`config.mk`:
```
export PLATFORM = sky130hd
export DESIGN_NAME = shared_reg_arbiter
export DESIGN_NICKNAME = d
export VERILOG_FILES = /design/src/rtl/shared_reg_arbiter.sv
export SDC_FILE = /design/constraint.sdc
export NUM_CORES = 1
export LEC_CHECK = 0
export ABC_AREA = 1
export CORE_UTILIZATION = 47
export CTS_BUF_LIST = sky130_fd_sc_hd__clkbuf_8
export CTS_CLUSTER_DIAMETER = 80
export CTS_CLUSTER_SIZE = 14
export DETAILED_ROUTE_END_ITERATION = 8
export PLACE_DENSITY = 0.89
export SLEW_MARGIN = 20
export SYNTH_ARGS = -nofsm -noshare
export SYNTH_HDL_FRONTEND = slang
export SYNTH_SLANG_ARGS = --single-unit
```
`constraint.sdc`:
```
create_clock -name clk -period 3 [get_ports clk]
set_input_delay 0.3 -clock clk [delete_from_list [all_inputs] [get_ports clk]]
set_output_delay 0.3 -clock clk [all_outputs]
set_load 0.03 [all_outputs]
```
`src/rtl/shared_reg_arbiter.sv`:
```
// Round-robin write arbiter in front of one shared WIDTH-bit register; records the last writer.
// Optional macro ARB_LOCK_EN adds a per-requester lock input allowing up to MAX_HOLD back-to-back grants.
module shared_reg_arbiter #(
    parameter int NREQ     = 4,
    parameter int WIDTH    = 8,
    parameter int MAX_HOLD = 4,
    localparam int OW      = (NREQ > 1) ? $clog2(NREQ) : 1
) (
    input  logic                  clk,
    input  logic                  reset,
    input  logic [NREQ-1:0]       req,
    input  logic [NREQ*WIDTH-1:0] wdata,
`ifdef ARB_LOCK_EN
    input  logic [NREQ-1:0]       lock,
`endif
    output logic [NREQ-1:0]       gnt,
    output logic                  busy,
    output logic [WIDTH-1:0]      q,
    output logic [OW-1:0]         q_owner
);

    localparam int NSLOT = 1 << OW;

    typedef enum logic {
        ST_IDLE  = 1'b0,
        ST_GRANT = 1'b1
    } state_t;

    if (NREQ < 1 || NREQ > 16 || MAX_HOLD < 1) begin : g_param_check
        $error("shared_reg_arbiter: parameter out of range");
    end

    // First requesting index at or after start, wrapping; MSB flags that one was found.
    function automatic logic [OW:0] rr_pick(input logic [NREQ-1:0] r, input logic [OW-1:0] start);
        logic          found;
        logic [OW-1:0] idx;
        int            k;
        found = 1'b0;
        idx   = '0;
        for (int i = 0; i < NREQ; i++) begin
            k     = (int'(start) + i) % NREQ;
            idx   = (!found && r[k]) ? OW'(k) : idx;
            found = found | r[k];
        end
        return {found, idx};
    endfunction

    function automatic logic [NREQ-1:0] onehot(input logic [OW-1:0] i);
        logic [NREQ-1:0] v;
        for (int j = 0; j < NREQ; j++) begin
            v[j] = (OW'(j) == i);
        end
        return v;
    endfunction

    state_t            state_r, state_nxt_s;
    logic [OW-1:0]     owner_r, owner_nxt_s;
    logic [OW-1:0]     ptr_r, next_ptr_s;
    logic [NREQ-1:0]   gnt_r, gnt_nxt_s;
    logic [NREQ-1:0]   own_oh_s;
    logic              busy_r;
    logic [WIDTH-1:0]  q_r;
    logic [OW-1:0]     q_owner_r;
    logic [OW:0]       idle_pick_s, grant_pick_s;
    logic [WIDTH-1:0]  wdata_arr_s [NSLOT];

`ifdef ARB_LOCK_EN
    localparam int HW = $clog2(MAX_HOLD + 1);
    logic [HW-1:0] hold_cnt_r, hold_nxt_s;
    logic          keep_s;
`endif

    // Pad the data table to a power of two so owner_r always indexes a defined slot.
    for (genvar i = 0; i < NSLOT; i++) begin : g_slot
        if (i < NREQ) begin : g_used
            assign wdata_arr_s[i] = wdata[i*WIDTH +: WIDTH];
        end else begin : g_pad
            assign wdata_arr_s[i] = '0;
        end
    end

    assign own_oh_s     = onehot(owner_r);
    assign next_ptr_s   = (owner_r == OW'(NREQ - 1)) ? '0 : owner_r + OW'(1);
    assign idle_pick_s  = rr_pick(req, ptr_r);
    assign grant_pick_s = rr_pick(req & ~own_oh_s, next_ptr_s);

`ifdef ARB_LOCK_EN
    assign keep_s = (|(lock & own_oh_s)) && (|(req & own_oh_s)) && (hold_cnt_r < HW'(MAX_HOLD - 1));
`endif

    // Next-state, next-owner and next-grant selection.
    always_comb begin
        state_nxt_s = state_r;
        owner_nxt_s = owner_r;
`ifdef ARB_LOCK_EN
        hold_nxt_s  = hold_cnt_r;
`endif
        case (state_r)
            ST_IDLE: begin
                if (idle_pick_s[OW]) begin
                    state_nxt_s = ST_GRANT;
                    owner_nxt_s = idle_pick_s[OW-1:0];
`ifdef ARB_LOCK_EN
                    hold_nxt_s  = '0;
`endif
                end else begin
                    state_nxt_s = ST_IDLE;
                end
            end
            ST_GRANT: begin
`ifdef ARB_LOCK_EN
                if (keep_s) begin
                    state_nxt_s = ST_GRANT;
                    hold_nxt_s  = hold_cnt_r + HW'(1);
                end else
`endif
                if (grant_pick_s[OW]) begin
                    state_nxt_s = ST_GRANT;
                    owner_nxt_s = grant_pick_s[OW-1:0];
`ifdef ARB_LOCK_EN
                    hold_nxt_s  = '0;
`endif
                end else begin
                    state_nxt_s = ST_IDLE;
                end
            end
            default: begin
                state_nxt_s = ST_IDLE;
            end
        endcase
        if (state_nxt_s == ST_GRANT) begin
            gnt_nxt_s = onehot(owner_nxt_s);
        end else begin
            gnt_nxt_s = '0;
        end
    end

    // State, grant and shared-register update; the write uses the owner granted in the ending cycle.
    always_ff @(posedge clk or posedge reset) begin
        if (reset) begin
            state_r    <= ST_IDLE;
            owner_r    <= '0;
            ptr_r      <= '0;
            gnt_r      <= '0;
            busy_r     <= 1'b0;
            q_r        <= '0;
            q_owner_r  <= '0;
`ifdef ARB_LOCK_EN
            hold_cnt_r <= '0;
`endif
        end else begin
            state_r    <= state_nxt_s;
            owner_r    <= owner_nxt_s;
            gnt_r      <= gnt_nxt_s;
            busy_r     <= |gnt_nxt_s;
`ifdef ARB_LOCK_EN
            hold_cnt_r <= hold_nxt_s;
`endif
            if (state_r == ST_GRANT) begin
                q_r       <= wdata_arr_s[owner_r];
                q_owner_r <= owner_r;
                ptr_r     <= next_ptr_s;
            end
        end
    end

    assign gnt     = gnt_r;
    assign busy    = busy_r;
    assign q       = q_r;
    assign q_owner = q_owner_r;

endmodule
```
==> out/qor.txt, run 1 <==
Final setup fails: 0
WP data required: 3.18 ns
Hold Vio Cnt, Final: 0
Hold WS: 0.459 ns
RSZ-0062 raised after global routing: no
Final Cycle Share: 76.6%
Crit-path leading delay family: simple AND/OR/NAND/NOR gates
Worst Max-Slew Pin Slew: 0.726 ns
Fillers: 281
Critical Path AT: 2.48 ns
Die Y: 60.2 µm
Total CTS buffers: 3
Final worst clock skew: 0.00639 ns
Sw frac: 54.6%
Initial antenna violation count: 0
Synth top area share: 29.9%
CTS clock-pin slew for the worst setup and hold paths: 0.08 ns
Clk pwr share: 7.0%
Tmin final: 2.30 ns
WL/cell: 11.4 µm
Starting density of the core: 50.9%
Worst slew margin: 51.5%
Clock Path Buffers: 2
Post-CTS Hold Buffers: 0
Synth Warn #: 0
Post-CTS setup buffers: 0
Root buf cell: clkbuf_8
IO Port Bufs: 52
Netlist Area Pre-Place: 1590 µm²
Int Pwr: 1170 µW
Mapped Cells: 259
Synth cell types: 21
Fmax: 435 MHz
DIE AREA: 3620 µm²
Largest area contributor in the netlist: dfrtp_1
Largest net degree at the start of global routing: 26
Setup slack, reg-to-reg: 0.70 ns
Share of layout cells above drive strength 1: 9.12%
Setup crit end kind: flip-flop
Sink Count: 19
Via-to-Cell Ratio: 5.06
Fin. max-slew vios: 0
Final Net Count: 350
Buf/Inv on CP: 2
Drt total wl: 4010 µm
Synthesized Nets: 301
CP Cell Sequence: inv_1, ha_1, inv_1, nand2_1, nand2_1, nand2_1, o21ai_0, o21ai_0, nand2_1, nor3_1, nor2_2, nor2_1
Antenna Cells: 0
Vias in the first global route: 1576
IO Count: 53
CP max stage delay: 0.57 ns
GRT overflow: 0
CP max stage cell: dfrtp_1
Clock tree from TritonCTS: done
Status: complete, no violations
Via count: 1776
Antenna Nets Post-Route: 0
Leak: 0.00105 µW
Max-cap violations: 0
# rows: 20
Crit Path Max Fanout: 11
Comb pwr share: 73.8%
HP Class: in -> async
Placeable Area: 3130 µm²
Area grow syn2layout: 36.4%
Drt drc: 0
Area contributors post-synth: dfrtp_1 (30%), nand2_1 (18%), nor2_1 (11%), nand3_1 (7.5%), o21ai_0 (7.2%)
RePlAce Congestion: 0.871
H-tree levels: 1
Pwr/cell area: 1190 nW/µm²
Register area share after synthesis: 29.9%
Tot GR Track Use: 24.3%
VDD IR-drop max: 0.581 mV
Hpwl dp: 3120 µm
Pre-Repair DR Iteration Count: 4
Most used cell, CP: nand2_1
Cts repair resizes: 0
Crit path kind: reg -> reg
First-pass GRT wire length: 6650 µm
Seq cells post-synth: 19
DIE WIDTH: 60.2 µm
DR iter-0 viols: 70
Startpoint Class: flip-flop
Setup TNS: 0 ns
Sw Pwr: 1410 µW
Clock Latency Late Sink: 0.26 ns
Mean Syn Cell Area: 6.14 µm²
Sequential power share: 19.2%
[area by class of cell]
| class | count | area, µm² | area share (%) |
|---|---|---|---|
| sequential | 19 | 475 | 21.9 |
| clock inverter | 1 | 5.00 | 0.231 |
| clock buffer | 3 | 41.3 | 1.90 |
| multi-input combinational | 209 | 972 | 44.8 |
| inverter | 19 | 71.3 | 3.29 |
| tap | 44 | 55.1 | 2.54 |
| timing repair buffer | 56 | 551 | 25.4 |
[state kept, by name (all words and copies together) (netlist names)]
| signal | cells |
|---|---|
| ptr_r | 2 |
| q | 8 |
| owner_r | 2 |
| gnt | 4 |
| busy | 1 |
| q_owner | 2 |
[power groups by stage]
| stage | clock network [µW] | logic [µW] | registers (µW) |
|---|---|---|---|
| after floorplan | 0 | 1280 | 647 |
| after global placement | 0 | 1880 | 497 |
| after detailed placement | 0 | 1900 | 498 |
| after CTS | 184 | 1910 | 497 |
| after global routing | 191 | 2150 | 516 |
| final | 181 | 1910 | 497 |
[worst paths after layout]
check / from / to / depth (start not counted)
min reg2reg: q_owner[1] / q_owner[1] / 2
max in group asynchronous: reset / gnt[0] / 2
min: reset / q[0] / 2
max: owner_r[1] / gnt[1] / 12
min in group clk: q_owner[1] / q_owner[1] / 2
max reg2reg: owner_r[1] / gnt[1] / 12
[cell usage in the layout, fill, tap and decap left out]
cell type / synthesis / final
a21oi_1: 1 / 1
a31oi_1: 9 / 9
buf_4: 1 / 4
clkbuf_8: 0 / 3
clkdlybuf4s50_1: 0 / 52
clkinv_2: 0 / 1
dfrtp_1: 19 / 19
ha_1: 4 / 4
inv_1: 16 / 16
inv_2: 3 / 3
nand2_1: 78 / 78
nand2_2: 10 / 10
nand3_1: 24 / 24
nand3_2: 2 / 2
nand4_1: 3 / 3
nor2_1: 48 / 48
nor2_2: 3 / 3
nor2_4: 2 / 2
nor3_1: 1 / 1
o21ai_0: 23 / 23
o21ai_1: 1 / 1
[per-stage QoR]
step	total power (µW)	area, µm²	instances	setup WS, ns	util, %
4_1_cts	2600	2170	351	0.719	69.4
5_1_grt	2860	2170	351	0.469	69.4
2_1_floorplan	1930	1590	259	0.621	-
3_3_place_gp	2370	2120	347	0.875	67.9
3_5_place_dp	2400	2120	347	0.777	67.9
6_report	2590	2170	351	0.702	69.4
[cells in the mapped netlist]
| cell | number |
|---|---|
| nand2_2 | 10 |
| inv_1 | 16 |
| nand3_2 | 2 |
| nor2_1 | 48 |
| clkbuf_1 | 7 |
| dfrtp_1 | 19 |
| a31oi_1 | 9 |
| a21oi_1 | 1 |
| nand3_1 | 24 |
| nand2_1 | 78 |
| nand4_1 | 3 |
| o21ai_1 | 1 |
| buf_6 | 3 |
| buf_4 | 1 |
| nor2_4 | 2 |
| nor2_2 | 3 |
| clkbuf_2 | 1 |
| nor3_1 | 1 |
| inv_2 | 3 |
| ha_1 | 4 |
| o21ai_0 | 23 |
[logic make-up (layout without fill, tap and decap cells)]
family | Yosys count | count (layout) | synth area share (%)
and+or+nand+nor | 171 | 171 | 46.5
AOI/OAI and AO/OA | 34 | 34 | 11.4
buffers and inverters | 31 | 79 | 9.04
DFF | 19 | 19 | 29.9
adders and majority gates | 4 | 4 | 3.14
[worst register-to-register path, cell delays in order (launching register included)]
cell	delay, ns
dfrtp_1	0.57
inv_1	0.11
ha_1	0.44
inv_1	0.18
nand2_1	0.10
nand2_1	0.08
nand2_1	0.09
o21ai_0	0.07
o21ai_0	0.12
nand2_1	0.09
nor3_1	0.18
nor2_2	0.08
nor2_1	0.12
[per-layer routing]
metal	GRT usage, %	up-vias	routed length, µm
met4	4.98	0	44
met3	4.98	6	219
li1	-	926	-
met1	30.1	782	1820
met2	43.0	62	1930
met5	0	-	0
No activity file was read; power rests on OpenSTA's default activity.
==> run 2: changes to the inputs <==
- CORE_UTILIZATION: 47 -> 43
- PLACE_DENSITY: 0.89 -> 0.86
- clock period: 3 -> 1.89 ns (I/O delays scaled with it)
==> run 2 against run 1 <==
  * Routed wire length rose by 29%
  * Maximum frequency rose by 20%
  * Clock skew fell by 0.0019 ns
  * Combinational power rose by 120%
  * Sequential power rose by 65%
  * Flip-flop and latch count did not move
  * The run now ends with setup timing left
  * Largest cell class unchanged
  * Register-to-register slack got worse by 0.73 ns
  * First-iteration DRC count rose by 130%
  * Critical path type unchanged
==> out/qor.txt, run 2 (synthesized netlist as in run 1, its figures left out) <==
Status: finished, violations left (was complete, no violations)
Failing checks: setup timing
Sink Count: 19 (unchanged)
Share of layout cells above drive strength 1: 26.7% (was 9.12%)
Die Y: 62.8 µm (was 60.2 µm)
# rows: 21 (was 20)
Initial antenna violation count: 0 (unchanged)
Tot Pwr: 5290 µW (was 2590 µW)
IO Port Bufs: 52 (unchanged)
Post-place instance area: 2190 µm² (was 2120 µm²)
CP max stage delay: 0.47 ns (was 0.57 ns)
WP data required: 2.08 ns (was 3.18 ns)
Tmin final: 1.92 ns (was 2.30 ns)
Starting density of the core: 46.2% (was 50.9%)
Fmax: 521 MHz (was 435 MHz)
RePlAce Congestion: 0.968 (was 0.871)
Via-to-Cell Ratio: 5.40 (was 5.06)
Area grow syn2layout: 55.6% (was 36.4%)
DIE WIDTH: 62.8 µm (was 60.2 µm)
Final Net Count: 365 (was 350)
Drt total wl: 5170 µm (was 4010 µm)
Post-CTS Hold Buffers: 0 (unchanged)
Placeable Area: 3440 µm² (was 3130 µm²)
Antenna Nets Post-Route: 0 (unchanged)
Clock tree from TritonCTS: done (unchanged)
DR iter-0 viols: 163 (was 70)
Worst Max-Slew Pin Slew: 0.423 ns (was 0.726 ns)
Final setup fails: 3 (was 0)
Crit Path Max Fanout: 4 (was 11)
Fillers: 262 (was 281)
First-pass GRT wire length: 7600 µm (was 6650 µm)
Most used cell, CP: nand2_2 (was nand2_1)
VDD IR-drop max: 0.974 mV (was 0.581 mV)
Hold Vio Cnt, Final: 0 (unchanged)
Cell area after layout: 2480 µm² (was 2170 µm²)
Fin. max-slew vios: 0 (unchanged)
HP Class: in -> async (unchanged)
Setup slack, reg-to-reg: -0.03 ns (was 0.70 ns)
Clock Latency Late Sink: 0.26 ns (about the same)
Via count: 1989 (was 1776)
H-tree levels: 1 (unchanged)
Final Cycle Share: 101% (was 76.6%)
CP max stage cell: dfrtp_2 (was dfrtp_1)
IO Count: 53 (unchanged)
Antenna Cells: 0 (unchanged)
Pwr/cell area: 2140 nW/µm² (was 1190 nW/µm²)
GRT overflow: 0 (unchanged)
Final worst clock skew: 0.00452 ns (was 0.00639 ns)
Worst slew margin: 71.8% (was 51.5%)
WL/cell: 14.1 µm (was 11.4 µm)
Leading cell type in the layout, fill and taps excluded: nand2_1 (unchanged)
Crit path kind: reg -> reg (unchanged)
Vias in the first global route: 1770 (was 1576)
Max FFs per register: 8 (unchanged)
DIE AREA: 3950 µm² (was 3620 µm²)
RSZ-0062 raised after global routing: yes (was no)
CP Cell Sequence: buf_6, ha_2, inv_1, nand2_1, nand2_2, nand2_2, nand2_2, nand2_4, nand4_1, nand2_1, nor3_2, nor2_2, nor2_1 (was inv_1, ha_1, inv_1, nand2_1, nand2_1, nand2_1, o21ai_0, o21ai_0, nand2_1, nor3_1, nor2_2, nor2_1)
Tot GR Track Use: 24.0% (was 24.3%)
Drt drc: 0 (unchanged)
Largest net degree at the start of global routing: 20 (was 26)
Clock Path Buffers: 2 (unchanged)
Critical Path AT: 2.10 ns (was 2.48 ns)
Pre-Repair DR Iteration Count: 4 (unchanged)
Root buf cell: clkbuf_8 (unchanged)
CTS clock-pin slew for the worst setup and hold paths: 0.08 ns (about the same)
Hpwl dp: 3330 µm (was 3120 µm)
Setup crit end kind: flip-flop (unchanged)
Most frequent cells in the layout: nand2_1 (60), clkdlybuf4s50_1 (52), nor2_1 (43) (was nand2_1 (78), clkdlybuf4s50_1 (52), nor2_1 (48))
Total CTS buffers: 3 (unchanged)
Worst setup margin: -0.0276 ns (was 0.702 ns)
Hold WS: 0.253 ns (was 0.459 ns)
Leak: 0.00115 µW (was 0.00105 µW)
Startpoint Class: flip-flop (unchanged)
Max-cap violations: 0 (unchanged)
-- run 2: worst paths after layout --
check                                 from         end  cells past startpoint
worst max-delay path            owner_r[0]      gnt[0]                     13
worst min-delay path                 reset      gnt[2]                      3
worst max register to register  owner_r[0]      gnt[0]                     13
worst min register to register  q_owner[0]  q_owner[0]                      2
max in group asynchronous            reset  owner_r[0]                      3
min in group clk                q_owner[0]  q_owner[0]                      2
-- run 2: critical path: cells and delay by family (launching register included) --
family                     cells  cell delay (ns)
DFF                            1             0.47
adders and majority gates      1             0.18
and+or+nand+nor               10             0.99
buffers and inverters          2             0.20
-- run 2: area by class of cell --
| type | instances | area [µm²] | area share [%] |
|---|---|---|---|
| inverter | 19 | 83.8 | 3.39 |
| clock buffer | 3 | 41.3 | 1.67 |
| tap | 46 | 57.6 | 2.32 |
| sequential | 19 | 479 | 19.4 |
| timing repair buffer | 71 | 667 | 26.9 |
| multi-input combinational | 209 | 1140 | 46.1 |
| clock inverter | 1 | 5.00 | 0.202 |
-- run 2: per-layer routing --
layer,routed length [µm],share of wire (%),GRT usage (%),vias to the layer above
li1,-,-,-,956
met3,326,6.3,7.12,11
met1,2050,40,28.5,925
met4,106,2.0,6.10,0
met2,2690,52,41.8,97
met5,0,0,0,-
-- run 2: power by group --
group	leakage (µW)	switching, µW	internal (µW)
clock network	0.0000255	144	147
registers	0.000223	191	627
logic	0.000905	2570	1610
total	0.00115	2910	2390
-- run 2: metrics by stage --
step	setup WS (ns)	setup TNS, ns	cells	util [%]
after global routing	-0.161	-0.694	368	71.9
after detailed placement	-0.0394	-0.0824	354	63.6
after global placement	0.0410	0	354	63.6
final	-0.0276	-0.0619	368	71.9
after floorplan	-0.118	-0.494	259	-
after CTS	0.00426	0	363	66.6
-- run 2: timing repair --
| item | in CTS | in global routing |
|---|---|---|
| endpoints found under the setup margin | 4 | 6 |
| resized for setup | 8 | 42 |
| pin swaps | 8 | 23 |
| buffers inserted | 5 | 5 |
